[src/rtl/cdc_pattern_generator_if.sv]
// Run control, timing config and pattern outputs of the capture pattern generator.
// Plain signal bundle: no latency, no backpressure.
// master drives start/config and observes the pattern; slave is the generator.
interface cdc_pattern_generator_if #(
    parameter int DATA_W = 8,
    parameter int CNT_W  = 8
);
    logic              start_not_stop;
    logic [CNT_W-1:0]  cfg_cycle_len;
    logic [CNT_W-1:0]  cfg_edge_cycle;
    logic [CNT_W-1:0]  cfg_data_cycle;
    logic [1:0]        cfg_mode;
    logic [DATA_W-1:0] cfg_seed;
    logic [DATA_W-1:0] capture_data;
    logic              capture_edge;
    logic              running;
    logic [15:0]       period_count;
    logic              cfg_error;

    modport master (
        output start_not_stop, cfg_cycle_len, cfg_edge_cycle, cfg_data_cycle, cfg_mode, cfg_seed,
        input  capture_data, capture_edge, running, period_count, cfg_error
    );

    modport slave (
        input  start_not_stop, cfg_cycle_len, cfg_edge_cycle, cfg_data_cycle, cfg_mode, cfg_seed,
        output capture_data, capture_edge, running, period_count, cfg_error
    );
endinterface

[src/rtl/cdc_pattern_generator.sv]
// Periodic capture-strobe and data-pattern generator, started/stopped by an async request.
// Latency: run request to running = SYNC_STAGES sync flops + one LOAD cycle; outputs registered.
// No backpressure: a stop request always completes the current period before going idle.
module cdc_pattern_generator #(
    parameter int                 DATA_W      = 8,
    parameter int                 CNT_W       = 8,
    parameter int                 SYNC_STAGES = 2,
    parameter logic [DATA_W-1:0]  LFSR_TAPS   = 8'hB8
) (
    input  logic                    clk,
    input  logic                    reset,
    cdc_pattern_generator_if.slave  bus
);

    typedef enum logic [1:0] {IDLE, LOAD, RUN, FINISH} state_t;

    localparam logic [DATA_W-1:0] DATA_RST = {(DATA_W/2){2'b01}};

    state_t             state, state_nxt;
    logic [SYNC_STAGES-1:0] sync_q;
    logic               start_s;

    logic [CNT_W-1:0]   len_q, edge_cyc_q, data_cyc_q, cycle_q;
    logic [1:0]         mode_q;
    logic [DATA_W-1:0]  seed_q, data_q, data_nxt, seed_fix;
    logic               strobe_q, err_q, err_set;
    logic [15:0]        period_q;
    logic               cfg_ok, active, wrap, accept;

    always_ff @(posedge clk or posedge reset) begin
        if (reset) sync_q <= '0;
        else       sync_q <= {sync_q[SYNC_STAGES-2:0], bus.start_not_stop};
    end
    assign start_s = sync_q[SYNC_STAGES-1];

    assign cfg_ok = (bus.cfg_cycle_len != '0) &&
                    (bus.cfg_edge_cycle < bus.cfg_cycle_len) &&
                    (bus.cfg_data_cycle < bus.cfg_cycle_len);
    assign active = (state == RUN) || (state == FINISH);
    assign wrap   = active && (cycle_q == len_q - CNT_W'(1));
    assign accept = (state == IDLE) && (state_nxt == LOAD);

    always_ff @(posedge clk or posedge reset) begin
        if (reset) state <= IDLE;
        else       state <= state_nxt;
    end

    // A renewed run request inside FINISH takes priority over the period-end exit.
    always_comb begin
        state_nxt = state;
        err_set   = 1'b0;
        case (state)
            IDLE: begin
                if (start_s) begin
                    if (cfg_ok) state_nxt = LOAD;
                    else        err_set   = 1'b1;
                end
            end
            LOAD:    state_nxt = RUN;
            RUN:     if (!start_s) state_nxt = FINISH;
            FINISH: begin
                if (start_s)   state_nxt = RUN;
                else if (wrap) state_nxt = IDLE;
            end
            default: state_nxt = IDLE;
        endcase
    end

    always_comb begin
        data_nxt = data_q;
        case (mode_q)
            2'd0:    data_nxt = {data_q[DATA_W-2:0], data_q[DATA_W-1]};
            2'd1:    data_nxt = (data_q >> 1) ^ (data_q[0] ? LFSR_TAPS : '0);
            2'd2:    data_nxt = data_q + DATA_W'(1);
            default: data_nxt = data_q;
        endcase
    end

    // Walking-one and LFSR would lock up on an all-zero word.
    assign seed_fix = ((mode_q[1] == 1'b0) && (seed_q == '0)) ? DATA_W'(1) : seed_q;

    // Config is captured on the same edge it is validated so LOAD never sees a different one.
    always_ff @(posedge clk or posedge reset) begin
        if (reset) begin
            len_q      <= '0;
            edge_cyc_q <= '0;
            data_cyc_q <= '0;
            mode_q     <= '0;
            seed_q     <= '0;
        end else if (accept) begin
            len_q      <= bus.cfg_cycle_len;
            edge_cyc_q <= bus.cfg_edge_cycle;
            data_cyc_q <= bus.cfg_data_cycle;
            mode_q     <= bus.cfg_mode;
            seed_q     <= bus.cfg_seed;
        end
    end

    always_ff @(posedge clk or posedge reset) begin
        if (reset) begin
            data_q   <= DATA_RST;
            strobe_q <= 1'b0;
            cycle_q  <= '0;
            period_q <= '0;
            err_q    <= 1'b0;
        end else if (state == LOAD) begin
            data_q   <= seed_fix;
            cycle_q  <= '0;
            period_q <= '0;
            err_q    <= 1'b0;
        end else begin
            if (err_set) err_q <= 1'b1;
            if (active) begin
                if (cycle_q == edge_cyc_q) strobe_q <= ~strobe_q;
                if (cycle_q == data_cyc_q) data_q   <= data_nxt;
                if (wrap) begin
                    cycle_q <= '0;
                    if (period_q != 16'hFFFF) period_q <= period_q + 16'd1;
                end else begin
                    cycle_q <= cycle_q + CNT_W'(1);
                end
            end
        end
    end

    assign bus.capture_data = data_q;
    assign bus.capture_edge = strobe_q;
    assign bus.running      = active;
    assign bus.period_count = period_q;
    assign bus.cfg_error    = err_q;

endmodule
[src/flat_wrapper.sv]
// flat-port wrapper written by rule: the top's interface ports become plain ports
module cdc_pattern_generator_flat 
#(
    parameter int                 DATA_W      = 8,
    parameter int                 CNT_W       = 8,
    parameter int                 SYNC_STAGES = 2,
    parameter logic [DATA_W-1:0]  LFSR_TAPS   = 8'hB8
)
  (clk, reset, bus_start_not_stop, bus_cfg_cycle_len, bus_cfg_edge_cycle, bus_cfg_data_cycle, bus_cfg_mode, bus_cfg_seed, bus_capture_data, bus_capture_edge, bus_running, bus_period_count, bus_cfg_error);
  cdc_pattern_generator_if #(.DATA_W(DATA_W), .CNT_W(CNT_W)) bus_i ();
  input  logic clk;
  input  logic reset;
  input wire logic [$bits(bus_i.start_not_stop)-1:0] bus_start_not_stop;
  input wire logic [$bits(bus_i.cfg_cycle_len)-1:0] bus_cfg_cycle_len;
  input wire logic [$bits(bus_i.cfg_edge_cycle)-1:0] bus_cfg_edge_cycle;
  input wire logic [$bits(bus_i.cfg_data_cycle)-1:0] bus_cfg_data_cycle;
  input wire logic [$bits(bus_i.cfg_mode)-1:0] bus_cfg_mode;
  input wire logic [$bits(bus_i.cfg_seed)-1:0] bus_cfg_seed;
  output wire logic [$bits(bus_i.capture_data)-1:0] bus_capture_data;
  output wire logic [$bits(bus_i.capture_edge)-1:0] bus_capture_edge;
  output wire logic [$bits(bus_i.running)-1:0] bus_running;
  output wire logic [$bits(bus_i.period_count)-1:0] bus_period_count;
  output wire logic [$bits(bus_i.cfg_error)-1:0] bus_cfg_error;
  assign bus_i.start_not_stop = bus_start_not_stop;
  assign bus_i.cfg_cycle_len = bus_cfg_cycle_len;
  assign bus_i.cfg_edge_cycle = bus_cfg_edge_cycle;
  assign bus_i.cfg_data_cycle = bus_cfg_data_cycle;
  assign bus_i.cfg_mode = bus_cfg_mode;
  assign bus_i.cfg_seed = bus_cfg_seed;
  assign bus_capture_data = bus_i.capture_data;
  assign bus_capture_edge = bus_i.capture_edge;
  assign bus_running = bus_i.running;
  assign bus_period_count = bus_i.period_count;
  assign bus_cfg_error = bus_i.cfg_error;
  cdc_pattern_generator #(.DATA_W(DATA_W), .CNT_W(CNT_W), .SYNC_STAGES(SYNC_STAGES), .LFSR_TAPS(LFSR_TAPS)) u_core (.clk(clk), .reset(reset), .bus(bus_i));
endmodule
[config.mk]
export PLATFORM = sky130hd
export DESIGN_NAME = cdc_pattern_generator_flat
export DESIGN_NICKNAME = d
export VERILOG_FILES = /design/src/rtl/cdc_pattern_generator_if.sv /design/src/rtl/cdc_pattern_generator.sv /design/src/flat_wrapper.sv
export SDC_FILE = /design/constraint.sdc
export NUM_CORES = 1
export LEC_CHECK = 0
export BUFFER_PORTS_ARGS = -buffer_cell sky130_fd_sc_hd__buf_2
export CORE_MARGIN = 2
export CORE_UTILIZATION = 57
export DETAILED_ROUTE_END_ITERATION = 6
export GPL_TIMING_DRIVEN = 0
export PLACE_DENSITY = 0.92
export SETUP_SLACK_MARGIN = 0.05
export SYNTH_ARGS = -nofsm -noshare
export SYNTH_HDL_FRONTEND = slang
export SYNTH_SLANG_ARGS = --single-unit
[constraint.sdc]
create_clock -name clk -period 3.3 [get_ports clk]
set_input_delay 0.165 -clock clk [delete_from_list [all_inputs] [get_ports clk]]
set_output_delay 0.165 -clock clk [all_outputs]
set_load 0.005 [all_outputs]
==> results.tsv, run 1 <==
stage	metric	value	unit
timing	hold_ws	-0.00431	ns
cells_and_area	finalInstanceArea	4900	sq um
timing	skew	0.0102	ns
clock_network	clk_latency	0.35	ns
critical_path	end_kind	flip-flop	
global_route	grt.total_usage	25.6	%
floorplanning	io_pins	64	
global_route	grt_pass1_wl	17.1	mm
pwr	ir_worst_vdd	381	uV
status	status	complete, but fails checks	
place	dpl_cell_area	4710	sq um
timing	slew_headroom	42.4	%
clock_network	cts_buffer_depth	2	
drt	drc_errors	0	
global_route	grt_max_degree	73	
flow_run	maxCapViolCount	0	
place	io_buffer_count	63	
timing	min_period	2.95	ns
clock_network	postCtsSetupBuffers	0	
floorplanning	core_region_area	7250	sq um
clock_network	clk_pin_slew_worst_paths	0.08	ns
critical_path	crit_path_max_fanout	8	
cells_and_area	finalNetCount	559	
cells_and_area	stdcell_count	605	
place	finalWeightedCongestion	0.891	
drt	vias	3707	
yosys	synth.cell_area	4270	sq um
floorplanning	die_area	8190	sq um
timing	rsz0062_at_grt	no	
yosys	synth_warnings	0	
yosys	synthTopCellsByArea	dfrtp_1 (40%), mux2_2 (8.7%), ha_1 (6.2%)	
yosys	synthesis.nets	484	
timing	drv_slew	0	
timing	worstMarginPinSlew	0.864	ns
timing	finalSetupTns	0	ns
timing	hold_viol	4	
clock_network	cts_tree	done	
yosys	synth_largest_area_cell	dfrtp_1	
critical_path	startpoint_type	flip-flop	
global_route	grt_overflow	0	
critical_path	crit_chain	or4_4, o21a_1, o311ai_2, a21oi_2, or3_1, buf_2, or4b_1, a21oi_1	
floorplanning	die_h	90.5	um
critical_path	cp.required	3.58	ns
clock_network	clkSinkCount	72	
yosys	yosysTopAreaCellShare	39.9	%
drt	routedWlPerCell	16.6	um
floorplanning	fp.dieW	90.5	um
floorplanning	fp-row-count	31	
status	violations	negative hold slack	
yosys	synth-seq-area-share	42.4	%
hold_path	hold_class	in2async	
drt	drt-total-wl	10.1	mm
pwr	leakage	0.00226	uW
timing	finalSetupViolCount	0	
yosys	async_flop_share	100	%
yosys	ys_seq_elements	72	
yosys	avgSynthCellArea	10.0	sq um
place	dp.cells	588	
timing	max_freq	339	MHz
yosys	yosysUniqueCellTypes	54	
clock_network	ctsHtreeMaxLevel	3	
cells_and_area	synthToLayoutAreaGrowth	14.8	%
timing	fin_crit_sh	89.5	%
pwr	powerDensity	721	nW/um^2
clock_network	cts_buffers	9	
yosys	syn_inst	426	
drt	dr.pass1.iters	5	
drt	drt_iter0_markers	276	
cells_and_area	layout-drive-gt1-share	25.3	%
yosys	synth_edf_count	0	
cells_and_area	diodes	0	
floorplanning	start_util	58.8	%
critical_path	crit_type	reg2reg	
critical_path	arrival	3.23	ns
drt	ant_nets	0	
critical_path	critPathMaxStageDelay	0.57	ns
global_route	grt_pass1_vias	3653	
critical_path	cp_slowest_cell	or4_4	
yosys	synth_ff_type	dfrtp_1	
global_route	antenna_found_initial	0	
clock_network	clock_tree.root_cell	clkbuf_8	
drt	viasPerCell	6.13	
place	hpwl	7.42	mm
[what timing repair did]
| item | CTS | global route |
|---|---|---|
| setup endpoints to repair | 0 | 4 |
| hold endpoints to repair | 1 | 0 |
| hold buffers | 1 | 0 |
| gates resized for setup | 0 | 1 |
[Yosys cell counts (all sizes together) (9+ instances only)]
cell    instances
dfrtp          68
mux2           33
nand2          30
xor2           24
inv            22
ha             21
o21ai          21
a21oi          19
clkbuf         17
nor2           17
xnor2          14
nor3           11
nand3          10
nand4          10
a211oi          9
nor4            9
[power by group]
group	switching, uW	internal, uW	total, uW
clock	327	312	639
sequential	274	1160	1440
combinational	798	656	1450
[worst paths after layout]
check / startpoint / endpoint / slack (ns) / cells after the start
min reg2reg: u_core.sync_q[0]$_DFF_PP0_ / u_core.sync_q[1]$_DFF_PP0_ / 0.34 / 0
max reg2reg: u_core.len_q[0]$_DFFE_PP0P_ / u_core.bus.period_count[8]$_DFFE_PP0P_ / 0.35 / 8
min in group clk: bus_cfg_seed[3] / u_core.seed_q[3]$_DFFE_PP0P_ / 0.04 / 2
min: reset / u_core.bus.period_count[9]$_DFFE_PP0P_ / -0.004 / 2
max in group asynchronous: reset / u_core.len_q[5]$_DFFE_PP0P_ / 2.75 / 2
max: u_core.len_q[0]$_DFFE_PP0P_ / u_core.bus.period_count[8]$_DFFE_PP0P_ / 0.35 / 8
[registers in the layout, summed over array words and instances (netlist names)]
name	count
u_core.mode_q	2
u_core.cycle_q	8
u_core.bus.cfg_error	1
u_core.edge_cyc_q	8
u_core.seed_q	8
u_core.bus.capture_edge	1
u_core.len_q	8
u_core.sync_q	2
u_core.bus.capture_data	8
u_core.state	2
u_core.bus.period_count	16
u_core.data_cyc_q	8
[metrics by stage]
stage,utilization (%),hold WS [ns],setup slack [ns],power (uW)
global route,67.5,0.0510,0.172,3770
detailed placement,64.9,0.274,0.314,2860
global placement,64.9,0.275,0.368,2760
CTS,67.5,0.0312,0.286,3510
finish,67.5,-0.00431,0.347,3530
floorplan,-,0.196,0.573,2450
[worst max-delay path, delay by kind of cell, from the launching register on]
kind | cells | cell delay, ns
AOI/OAI and AO/OA | 4 | 0.80
buffers and inverters | 1 | 0.17
DFF | 1 | 0.46
and+or+nand+nor | 3 | 1.46
[placed cells by master (no fill, tap or decap), drive strengths merged, types with 5 or more instances in the layout]
| cell type | count |
|---|---|
| clkbuf | 30 |
| nor2 | 17 |
| nand3 | 10 |
| nand2 | 30 |
| mux2 | 33 |
| o21ai | 21 |
| a211oi | 9 |
| dfrtp | 68 |
| nand4 | 10 |
| a22oi | 5 |
| nor4 | 9 |
| nor3 | 11 |
| buf | 69 |
| a21oi | 19 |
| inv | 22 |
| xnor2 | 14 |
| and3 | 5 |
| o211ai | 6 |
| ha | 21 |
| xor2 | 24 |
| o31ai | 5 |
[final cells by class]
| type | instances | area, sq um |
|---|---|---|
| clock buffers | 13 | 159 |
| repair buffers | 64 | 325 |
| multi-input cells | 309 | 2290 |
| plain buffers | 23 | 90.1 |
| flip-flops and latches | 72 | 1810 |
| inverters | 22 | 85.1 |
| clock inverters | 3 | 17.5 |
| well taps | 99 | 124 |
| fillers | 566 | 2350 |
[routing by layer]
layer / wire, um / global-route usage (%) / vias to the layer above
met4: 292 / 12.1 / 0
met5: 0 / 0 / -
li1: - / - / 1709
met3: 709 / 4.17 / 30
met2: 4860 / 42.9 / 206
met1: 4210 / 32.5 / 1762
[kinds of logic after synthesis]
group	synth area share (%)
xor+xnor	7.98
buf+inv	4.05
compound gates	14.5
flops	42.4
mux	9.18
fa+ha+maj	6.16
simple gates	15.8
(Power assumes the default switching activity.)
==> inputs of run 2 (changes only) <==
--- a/config.mk
+++ b/config.mk
@@ -7,10 +7,10 @@
 export LEC_CHECK = 0
 export BUFFER_PORTS_ARGS = -buffer_cell sky130_fd_sc_hd__buf_2
 export CORE_MARGIN = 2
-export CORE_UTILIZATION = 57
+export CORE_UTILIZATION = 35
 export DETAILED_ROUTE_END_ITERATION = 6
 export GPL_TIMING_DRIVEN = 0
-export PLACE_DENSITY = 0.92
+export PLACE_DENSITY = 0.65
 export SETUP_SLACK_MARGIN = 0.05
 export SYNTH_ARGS = -nofsm -noshare
 export SYNTH_HDL_FRONTEND = slang
==> run 2 against run 1 <==
Compared with the run above: the flow now finishes without violations; critical endpoint is now u_core.cycle_q[5]$_DFFE_PP0N_; largest cell class unchanged; power increased by 8.6%; cell count increased by 7.9%; flip-flop and latch count unchanged.
==> results.tsv, run 2 (same netlist as run 1, synthesis figures left out) <==
stage	metric	value	unit	change
place	hpwl	7.72	mm	+4.0%
place	dp_slack	0.194	ns	-0.120 ns
timing	finalSetupViolCount	0		unchanged
cells_and_area	final_common_cell	dfrtp_1		
place	finalWeightedCongestion	0.842		-5.5%
global_route	grt_max_degree	73		unchanged
floorplanning	fp-row-count	40		+29%
cells_and_area	diodes	0		unchanged
hold_path	hold_class	in2async		
floorplanning	start_util	35.7	%	-23 points
cells_and_area	finalNetCount	559		unchanged
cells_and_area	largest_reg_flops	16		unchanged
global_route	grt_pass1_wl	17.1	mm	+0.12%
cells_and_area	layout-drive-gt1-share	25.5	%	+0.20 points
place	dp.cells	636		+8.2%
timing	slew_headroom	41.2	%	-1.2 points
clock_network	clkSinkCount	72		unchanged
clock_network	clock_tree.root_cell	clkbuf_16		
drt	routedWlPerCell	15.8	um	-5.1%
critical_path	crit_type	reg2reg		
critical_path	r2r-start	u_core.len_q[0]$_DFFE_PP0P_		
pwr	power	3840	uW	+8.6%
drt	dr.pass1.iters	5		unchanged
clock_network	postCtsSetupBuffers	0		unchanged
status	status	completed		
flow_run	maxCapViolCount	0		unchanged
critical_path	arrival	3.18	ns	-0.05 ns
cells_and_area	synthToLayoutAreaGrowth	19.1	%	
clock_network	cts_buffers	9		unchanged
timing	skew	0.00380	ns	-0.00644 ns
timing	rsz0062_at_grt	no		
clock_network	cts_buffer_depth	2		unchanged
drt	drc_errors	0		unchanged
drt	viasPerCell	5.51		-10%
critical_path	cp-startpoint	u_core.len_q[0]$_DFFE_PP0P_		
drt	vias	3598		-2.9%
floorplanning	core_region_area	12000	sq um	+65%
timing	worst_slack	0.329	ns	-0.0178 ns
place	io_buffer_count	63		unchanged
cells_and_area	utilization	42.5	%	-25 points
timing	fin_crit_sh	90.0	%	+0.54 points
timing	worstMarginPinSlew	0.874	ns	+0.0103 ns
global_route	grt_overflow	0		unchanged
pwr	powerDensity	755	nW/um^2	+4.7%
timing	min_period	2.97	ns	+0.0178 ns
critical_path	cp.required	3.51	ns	-0.07 ns
global_route	grt_pass1_vias	3511		-3.9%
clock_network	ctsHtreeMaxLevel	3		unchanged
clock_network	clk_latency	0.33	ns	-0.02 ns
critical_path	crit_path_max_fanout	8		unchanged
floorplanning	die_h	114	um	+26%
clock_network	clk_pin_slew_worst_paths	0.06	ns	-0.02 ns
timing	max_freq	337	MHz	-0.60%
timing	drv_slew	0		unchanged
critical_path	startpoint_type	flip-flop		
pwr	ir_worst_vdd	270	uV	-29%
global_route	grt.total_usage	16.6	%	-9.1 points
critical_path	end_kind	flip-flop		
drt	drt-total-wl	10.3	mm	+2.4%
floorplanning	io_pins	64		unchanged
clock_network	cts_tree	done		
floorplanning	fp.dieW	114	um	+26%
timing	finalSetupTns	0	ns	unchanged
pwr	leakage	0.00231	uW	+2.5%
floorplanning	die_area	13100	sq um	+60%
cells_and_area	layout_common_cells	dfrtp_1 (68), buf_2 (66), mux2_2 (33)		
drt	ant_nets	0		unchanged
global_route	antenna_found_initial	0		unchanged
cells_and_area	stdcell_count	653		+7.9%
timing	hold_viol	0		-4
drt	drt_iter0_markers	230		-17%
-- run 2: cell types whose count changed in the layout (fill, tap and decap cells not counted), sizes merged --
| cell | before | now |
|---|---|---|
| clkbuf | 30 | 28 |
| bufinv | 0 | 1 |
| clkinv | 2 | 3 |
-- run 2: final timing paths --
path / endpoint / slack, ns / cells past startpoint
setup reg to reg: u_core.cycle_q[5]$_DFFE_PP0N_ / 0.33 / 7
max in group asynchronous: u_core.edge_cyc_q[3]$_DFFE_PP0P_ / 2.71 / 2
min in group clk: u_core.seed_q[2]$_DFFE_PP0P_ / 0.07 / 2
setup / recovery: u_core.cycle_q[5]$_DFFE_PP0N_ / 0.33 / 7
hold reg to reg: u_core.sync_q[1]$_DFF_PP0_ / 0.36 / 0
hold / removal: u_core.bus.period_count[0]$_DFFE_PP0P_ / 0.02 / 2
-- run 2: critical path, stage by stage (launching register included) --
cell	delay, ns
dfrtp_1	0.44
or4_4	0.56
o21a_1	0.20
o311ai_2	0.28
a21oi_2	0.17
o31ai_1	0.78
nor3_1	0.12
a211o_1	0.31
-- run 2: area by class of cell --
type                            count  area [sq um]
Timing Repair Buffer               64           325
Buffer                             23          90.1
Clock inverter                      5          56.3
Sequential cell                    72          1810
Tap cell                          147           184
Fill cell                        1158          6880
Multi-Input combinational cell    309          2290
Inverter                           22          85.1
Clock buffer                       11           243
-- run 2: per-layer routing --
layer / track usage, % / part of all wire, % / vias up
li1: - / - / 1711
met5: 0 / 0 / -
met2: 26.0 / 46 / 105
met1: 22.0 / 46 / 1766
met3: 3.55 / 4.9 / 16
met4: 7.40 / 2.3 / 0
-- run 2: power breakdown --
part           total [uW]  internal (uW)  switching (uW)  leakage (uW)
clock                 975            605             371      0.000145
combinational        1430            655             772       0.00124
sequential           1430           1170             269      0.000928
-- run 2: repair_timing --
action                                 CTS  global route
endpoints found under the hold margin    1             0
resized for setup                        0             1
setup endpoints to repair                0             5
hold buffers                             1             0
-- run 2: per-stage QoR --
stage | hold WS, ns | area [sq um]
final | 0.0211 | 5080
after detailed placement | 0.296 | 4770
after floorplan | 0.196 | 4270
after global placement | 0.295 | 4760
after CTS | 0.0635 | 5080
after global routing | 0.0636 | 5080
